File: src/rtl/uart_pkg.sv
// rtl/uart_pkg.sv - shared UART types, default rates and accumulator sizing
package uart_pkg;

    typedef enum logic [2:0] {
        IDLE  = 3'd0,
        START = 3'd1,
        DATA  = 3'd2,
        STOP  = 3'd3,
        BREAK = 3'd4
    } uart_rx_state_t;

    localparam int unsigned UART_DEFAULT_BAUD     = 115200;
    localparam int unsigned UART_DEFAULT_IN_CLOCK = 50000000;

    // Phase accumulator width: at least 29 bits, wider only if acc + increment could overflow.
    function automatic int unsigned uart_acc_width(input longint unsigned in_clock,
                                                   input longint unsigned inc);
        int unsigned need;
        need = unsigned'($clog2(in_clock + inc + 64'd1));
        if (need < 29) begin
            need = 29;
        end
        return need;
    endfunction

endpackage

File: src/rtl/uart_baud_tick.sv
// rtl/uart_baud_tick.sv - fractional baud tick generator (phase accumulator)
module uart_baud_tick
    import uart_pkg::*;
#(
    parameter int unsigned BAUD     = UART_DEFAULT_BAUD,
    parameter int unsigned IN_CLOCK = UART_DEFAULT_IN_CLOCK,
    parameter int unsigned MULT     = 16
) (
    input  logic clk,
    input  logic reset,
    output logic tick
);

    localparam longint unsigned INC_FULL = longint'(BAUD) * longint'(MULT);
    localparam longint unsigned CLK_FULL = longint'(IN_CLOCK);
    localparam int unsigned     ACC_W    = uart_acc_width(CLK_FULL, INC_FULL);
    localparam logic [ACC_W-1:0] INC_V   = INC_FULL[ACC_W-1:0];
    localparam logic [ACC_W-1:0] CLK_V   = CLK_FULL[ACC_W-1:0];

    if (INC_FULL > CLK_FULL) begin : g_rate_check
        $error("uart_baud_tick: BAUD*MULT exceeds IN_CLOCK");
    end

    logic [ACC_W-1:0] acc;
    logic [ACC_W-1:0] sum;

    // Tick fires on any clk where the accumulated phase crosses IN_CLOCK.
    always_comb begin
        sum  = acc + INC_V;
        tick = (sum >= CLK_V);
    end

    // Accumulate the phase, wrapping by IN_CLOCK on each tick.
    always_ff @(posedge clk) begin
        if (reset) begin
            acc <= '0;
        end else if (tick) begin
            acc <= sum - CLK_V;
        end else begin
            acc <= sum;
        end
    end

endmodule

File: src/rtl/uart_rx.sv
// rtl/uart_rx.sv - oversampled 8N1 UART receiver with byte strobe and framing error
module uart_rx
    import uart_pkg::*;
#(
    parameter int unsigned BAUD       = UART_DEFAULT_BAUD,
    parameter int unsigned IN_CLOCK   = UART_DEFAULT_IN_CLOCK,
    parameter int unsigned OVERSAMPLE = 16
) (
    input  logic       clk,
    input  logic       reset,
    input  logic       rx,
    output logic [7:0] data,
    output logic       data_valid,
    output logic       frame_err,
    output logic       busy
);

    localparam int unsigned CNT_W = $clog2(OVERSAMPLE);
    localparam logic [CNT_W-1:0] MID_CNT  = CNT_W'(OVERSAMPLE / 2 - 1);
    localparam logic [CNT_W-1:0] LAST_CNT = CNT_W'(OVERSAMPLE - 1);

    if (OVERSAMPLE < 8 || (OVERSAMPLE & (OVERSAMPLE - 1)) != 0) begin : g_os_check
        $error("uart_rx: OVERSAMPLE must be a power of two and at least 8");
    end

    logic tick;

    uart_baud_tick #(
        .BAUD     (BAUD),
        .IN_CLOCK (IN_CLOCK),
        .MULT     (OVERSAMPLE)
    ) u_tick (
        .clk   (clk),
        .reset (reset),
        .tick  (tick)
    );

    logic [1:0]       sync;
    logic             rxs;
    uart_rx_state_t   state, state_next;
    logic [CNT_W-1:0] cnt, cnt_next;
    logic [2:0]       bit_idx, bit_next;
    logic [7:0]       shift, shift_next;
    logic [7:0]       data_next;
    logic             valid_next, err_next;

    assign rxs  = sync[1];
    assign busy = (state != IDLE);

    // Two-flop synchroniser on the asynchronous line; idles high.
    always_ff @(posedge clk) begin
        if (reset) begin
            sync <= 2'b11;
        end else begin
            sync <= {sync[0], rx};
        end
    end

    // Frame state, counters and registered strobes.
    always_ff @(posedge clk) begin
        if (reset) begin
            state      <= IDLE;
            cnt        <= '0;
            bit_idx    <= '0;
            shift      <= '0;
            data       <= 8'h00;
            data_valid <= 1'b0;
            frame_err  <= 1'b0;
        end else begin
            state      <= state_next;
            cnt        <= cnt_next;
            bit_idx    <= bit_next;
            shift      <= shift_next;
            data       <= data_next;
            data_valid <= valid_next;
            frame_err  <= err_next;
        end
    end

    // Next-state logic; everything advances only on sample ticks.
    always_comb begin
        state_next = state;
        cnt_next   = cnt;
        bit_next   = bit_idx;
        shift_next = shift;
        data_next  = data;
        valid_next = 1'b0;
        err_next   = 1'b0;
        if (tick) begin
            case (state)
                IDLE: begin
                    if (!rxs) begin
                        state_next = START;
                        cnt_next   = '0;
                    end
                end
                START: begin
                    if (cnt == MID_CNT) begin
                        if (!rxs) begin
                            cnt_next   = '0;
                            bit_next   = '0;
                            state_next = DATA;
                        end else begin
                            state_next = IDLE;
                        end
                    end else begin
                        cnt_next = cnt + 1'b1;
                    end
                end
                DATA: begin
                    if (cnt == LAST_CNT) begin
                        cnt_next   = '0;
                        shift_next = {rxs, shift[7:1]};
                        if (bit_idx == 3'd7) begin
                            state_next = STOP;
                        end else begin
                            bit_next = bit_idx + 3'd1;
                        end
                    end else begin
                        cnt_next = cnt + 1'b1;
                    end
                end
                STOP: begin
                    if (cnt == LAST_CNT) begin
                        cnt_next = '0;
                        if (rxs) begin
                            data_next  = shift;
                            valid_next = 1'b1;
                            state_next = IDLE;
                        end else begin
                            err_next   = 1'b1;
                            state_next = BREAK;
                        end
                    end else begin
                        cnt_next = cnt + 1'b1;
                    end
                end
                BREAK: begin
                    if (rxs) begin
                        state_next = IDLE;
                    end
                end
                default: begin
                    state_next = IDLE;
                end
            endcase
        end
    end

endmodule

File: config.mk
export PLATFORM = sky130hd
export DESIGN_NAME = uart_rx
export DESIGN_NICKNAME = d
export VERILOG_FILES = /design/src/rtl/uart_pkg.sv /design/src/rtl/uart_baud_tick.sv /design/src/rtl/uart_rx.sv
export SDC_FILE = /design/constraint.sdc
export NUM_CORES = 1
export LEC_CHECK = 0
export ABC_AREA = 1
export CAP_MARGIN = 20
export CORE_MARGIN = 10
export CORE_UTILIZATION = 44
export CTS_CLUSTER_SIZE = 16
export DETAILED_ROUTE_END_ITERATION = 8
export PLACE_DENSITY = 0.6
export SYNTH_ARGS = -nofsm -noshare
export SYNTH_HDL_FRONTEND = slang
export SYNTH_SLANG_ARGS = --single-unit
File: constraint.sdc
create_clock -name clk -period 2.3 [get_ports clk]
set_clock_uncertainty 0.2 [all_clocks]
set_input_delay 0.23 -clock clk [delete_from_list [all_inputs] [get_ports clk]]
set_output_delay 0.23 -clock clk [all_outputs]
set_load 0.005 [all_outputs]
Word-level counts from Yosys, hierarchy flattened --
Cells that the tools add are included.
Word-level totals: register bits 59, bits in latches 0, RAM bits 0, ROM bits 0, bits of input ports 3, output and inout port bits 11, word-level logic and storage cells 64, memories kept 0
Operators by class: add/subtract/negate cells 4, multipliers 0, div/mod/pow operators 0, order comparisons 1, equality and inequality tests 15, shifts and indexed selects 0, multiplexer cells 21, bitwise logic cells 3, reduce and logical (&&, ||, !) cells 11
Operator list (number):
- 3-bit two-way mux | 11
- 29-bit by 21-bit adder with 29-bit output (second input constant) | 1
- 29-bit by 26-bit greater-or-equal comparator with 1-bit output (second input constant) | 1
- 29-bit two-way mux | 1
- 29-bit by 26-bit subtractor with 29-bit output (second input constant) | 1
- 2-bit != test (second input constant) | 8
- 3-bit one-hot mux with 5 select lines | 1
- 4-bit two-way mux | 3
- 4-bit one-hot mux with 3 select lines | 1
- 7-bit AND reduction | 1
- 3-bit by 2-bit == test with 1-bit output (second input constant) | 2
- 3-bit == test (second input constant) | 2
- 3-bit one-hot mux with 2 select lines | 1
- 6-bit AND reduction | 1
- 3-bit nonzero test | 2
- 4-bit by 1-bit adder with 4-bit output (second input constant) | 1
- 4-bit by 3-bit == test with 1-bit output (second input constant) | 1
- 4-bit == test (second input constant) | 1
- 4-bit AND reduction | 1
- 4-bit OR reduction | 1
- 3-bit by 1-bit adder with 3-bit output (second input constant) | 1
- 3-bit by 1-bit == test with 1-bit output (second input constant) | 1
- 3-bit logical NOT | 1
- 1-bit NOT | 3
- 6 further kinds | 7

Depth between registers and ports, before layout --
depth in word-level cells 4, depth in mapped cells 17, depth with buffers taken out 17

Cells and area by module --
A second synthesis with hierarchy kept.
Second synthesis, totals: cells, all modules 489, area, all modules 3274.4 um2
By module, submodules not included:
- uart_baud_tick | times used 1, cells each 292, area an instance 1784.2 um2, sequential area each 440.4 um2
- uart_rx | times used 1, cells each 197, area an instance 1490.2 um2, sequential area each 600.6 um2

Worst setup path before layout --
No wires, ideal clock.
path type register -> register, start register u_tick.acc[13], end register shift[0], setup time 0.115 ns, data arrival time 1.939 ns, required time 1.985 ns, path slack 0.046 ns, stages on the path, launching flop included 15, buffers on the path 1, path through dfxtp_1 > ha_1 > nand2_1 > inv_2 > nand2_2 > nand2_1 > xor2_1 > nor2_1 > nand2_1 > nand3b_1 > nand3_4 > buf_2 > nand3_1 > nand2_1 > nor2_1
On the way: cells in the longest elaborated chain, start to end 3
RTL lines:
- start: declaration | RTL line uart_baud_tick.sv:24 | logic [ACC_W-1:0] acc;
- start signal: assignment | RTL line uart_baud_tick.sv:38 | acc <= sum - CLK_V;
- start signal: assignment | RTL line uart_baud_tick.sv:40 | acc <= sum;
- 29-bit by 21-bit adder with 29-bit output | RTL line uart_baud_tick.sv:29 | sum = acc + INC_V;
- 29-bit by 26-bit greater-or-equal comparator with 1-bit output | RTL line uart_baud_tick.sv:30 | tick = (sum >= CLK_V);
- 3-bit AND reduction (no line)
- end signal: assignment | RTL line uart_rx.sv:73 | shift <= shift_next;
- end: declaration | RTL line uart_rx.sv:43 | logic [7:0] shift, shift_next;
No other way between the ends. A chain may end at the register's enable or synchronous reset.

Worst setup path in the final report --
start register u_tick.acc[13], end register u_tick.acc[18]
On the way: cells in the longest elaborated chain, start to end 3, elaborated cells on any way between the ends 4, classes of those cells 2 x add/sub; 1 x order compare; 1 x mux
RTL lines:
- 29-bit by 21-bit adder with 29-bit output * | RTL line uart_baud_tick.sv:29
- 29-bit by 26-bit subtractor with 29-bit output / 29-bit by 26-bit greater-or-equal comparator with 1-bit output (equally long branches) | RTL line uart_baud_tick.sv:38, uart_baud_tick.sv:30
- 29-bit two-way mux * | RTL line uart_baud_tick.sv:37 | end else if (tick) begin
Mark *: on every way between the ends. The rest lies on a longest branch, timed or not.

==> flow_summary.yaml <==
worst_setup_path:
  crit_arrival_ns: 2.44
  cp-end-kind: "flop"
  cp_max_fo: 7
  cp_slowest_cell: "dfxtp_4"
  worstPathCellList: "ha_4, nand2_4, inv_4, nand2_4, nand2_4, xor2_2, nor2_2, nand3_1, nor2_1, nand2_1, nand3_4, buf_12, buf_12, nand2_1, nand2_1, nand2_1, nor2_1"
  critPathLaunchType: "flop"
  critPathMaxStageDelay_ns: 0.38
  cp_common_cell: "nand2_1"
  critical_path_required_ns: 2.34
  worstSetupPathType: "reg2reg"
sta:
  finalSetupTns_ns: -2.053
  rsz0062_at_grt: "yes"
  fmax_mhz: 416.6
  whs_ns: 0.2194
  setup_ws_ns: -0.1006
  min_period_ns: 2.401
  maxSlewViolCount: 0
  finalHoldViolations: 0
  finalSetupViolCount: 42
  tightest_slew_ns: 0.4377
  min_period_over_period_pct: 104.4
  relSlewSlack_pct: 70.82
logic_synthesis:
  synthMuxAreaShare_pct: 0.3226
  synth_compound_area_share_pct: 9.435
  yosysUniqueCellTypes: 33
  synth_ff_type: "dfxtp_1"
  synth.most_common_cell: "nand2_1"
  yosys.area_share.adder_pct: 2.823
  ys_warn_count: 0
  syn_nets: 508
  synth_top_family_by_area: "simple AND/OR/NAND/NOR gates"
  synth_top_cell_by_area: "dfxtp_1"
  avgSynthCellArea_sq_um: 6.231
  yosysTopAreaCellShare_pct: 33.55
  postSynthCellCount: 498
  synth_seq_area_share_pct: 33.55
  async_flop_share_pct: 0
  synth_xor_area_share_pct: 2.500
  ys_seq_elements: 52
  synth_commonest_cells: "135 x nand2_1, 84 x nor2_1, 52 x dfxtp_1"
  syn_area_sq_um: 3103
  synth-edff-count: 0
  yosys-top-cells-area: "dfxtp_1 34%, nand2_1 16%, nor2_1 10%"
  synthSimpleGateAreaFrac_pct: 41.69
floorplan:
  initial_core_util_pct: 45.42
  die-area_sq_um: 10810
  rows: 30
  dieHeight_um: 104.0
  core_sq_um: 6832
  io_pins: 14
  die_w_um: 104.0
global_route:
  grt_pass1_vias: 2879
  grt_usage_pct: 13.20
  grt_pass1_wl_um: 12430
  grt_antenna_before_repair: 0
  grt_overflow: 0
  grt_max_degree: 36
layout:
  syn2layout_area_growth_pct: 40.97
  drive_gt1_share_pct: 29.96
  design_area_sq_um: 4374
  fin_nets: 573
  diodes: 0
  fillers: 615
clocking:
  cts_root_buffer: "clkbuf_8"
  cts.sinks: 52
  clockBufferDepth: 2
  htree_levels: 2
  clkTransAtPathRegs_ns: 0.10
  ctsHoldBuffers: 0
  cts_tree: "built"
  cts_buffers: 5
  clock_latency_ns: 0.31
drt:
  drt_iter0_drc: 69
  avgRoutedWirePerCell_um: 12.12
  dr_total_vias: 3258
  wl_met2_um: 3911
  drc: 0
  wl_met1_um: 3617
  firstDrtPassIters: 4
  top_layer: "met4"
  wl_met3_um: 286
  drt-total-wl_um: 7998
  drtAntennaViolNets: 0
  viasPerCell: 4.936
placement:
  place_area_sq_um: 3586
  portBuffers: 13
  dp_worst_setup_slack_ns: -0.2063
  place_congestion: 0.8324
  dp_hpwl_um: 4986
power_and_ir_drop:
  p_leak_uw: 0.001981
  vdd_drop_max_v: 0.0006524
  p_total_uw: 5936
  powerDensity_nw_per_um2: 1357
status:
  outcome: "finished with violations"
  violations: "negative setup slack"
run:
  maxCapViolCount: 0
min_path:
  hp-class: "reg2reg"
layout make-up:
type / count / area [sq um] / area share, %
flip-flops and latches: 52 / 1059 / 24.20
inverters: 57 / 221.5 / 5.063
clock inverters: 3 / 90.09 / 2.059
well taps: 96 / 120.1 / 2.746
multi-input cells: 374 / 2103 / 48.08
repair buffers: 73 / 711.9 / 16.28
clock buffers: 5 / 68.82 / 1.573
layout by cell type (no fill, tap or decap), types with 6 or more instances in the layout:
cell type / Yosys / layout
nand2_1: 135 / 106
nor2_1: 84 / 69
buf_4: 3 / 49
dfxtp_1: 52 / 46
inv_1: 47 / 44
nand3_1: 49 / 41
a21oi_1: 42 / 33
nand2_2: 4 / 24
nor2_2: 2 / 15
clkdlybuf4s50_1: 0 / 13
nand2_4: 1 / 11
a21oi_2: 0 / 9
inv_2: 7 / 8
nor3_1: 8 / 6
nand4_1: 6 / 6
nand3_2: 0 / 6
o21ai_0: 10 / 6
stage by stage:
step                std cells  utilization [%]
CTS                       647            58.24
global placement          630            52.49
global route              660            64.03
floorplan                 498                -
finish                    660            64.03
detailed placement        630            52.49
cells by family (layout without fill, tap and decap cells):
logic type,count (synthesis),in the layout
xor gates and xnor gates,8,8
buffers and inverters,73,138
AOI/OAI and AO/OA,57,57
adders and majority gates,7,7
DFF,52,52
muxes,1,1
and+or+nand+nor,300,301
timing repair:
item	4_1_cts	5_1_grt
endpoints found under the hold margin	0	0
pin swaps	15	36
endpoints found under the setup margin	50	50
buffers inserted	6	13
resized for setup	33	87
gates cloned	3	3
worst paths after layout:
path | startpoint | to | slack (ns) | cells past startpoint
hold / removal | sync[0] | sync[1] | 0.22 | 1
setup / recovery | u_tick.acc[13] | u_tick.acc[18] | -0.10 | 17
setup reg to reg | u_tick.acc[13] | u_tick.acc[18] | -0.10 | 17
hold reg to reg | sync[0] | sync[1] | 0.22 | 1
state kept, by name, summed over array words and instances (netlist names):
register / flops
sync: 2
u_tick.acc: 22
frame_err: 1
state: 3
shift: 8
data_valid: 1
cnt: 4
data: 8
bit_idx: 3
worst max-delay path, delay by kind of cell, from the launching register on:
kind | cells | cell delay, ns
XOR/XNOR | 1 | 0.15
adder cells (fa/ha/maj) | 1 | 0.17
buffers and inverters | 3 | 0.32
flip-flops | 1 | 0.38
AND/OR/NAND/NOR | 12 | 1.11
layer usage:
layer	track usage [%]	vias up
li1	-	1711
met1	16.02	1491
met2	22.30	41
met3	3.160	15
met4	4.274	0
met5	0	-
where the power goes:
group | leakage [uW] | internal (uW) | switching (uW) | total [uW]
clock network | 0.0000784 | 544 | 315 | 859
logic | 0.00147 | 1750 | 2010 | 3760
registers | 0.000429 | 1120 | 196 | 1320
total | 0.00198 | 3420 | 2520 | 5940
(Power assumes the default switching activity.)
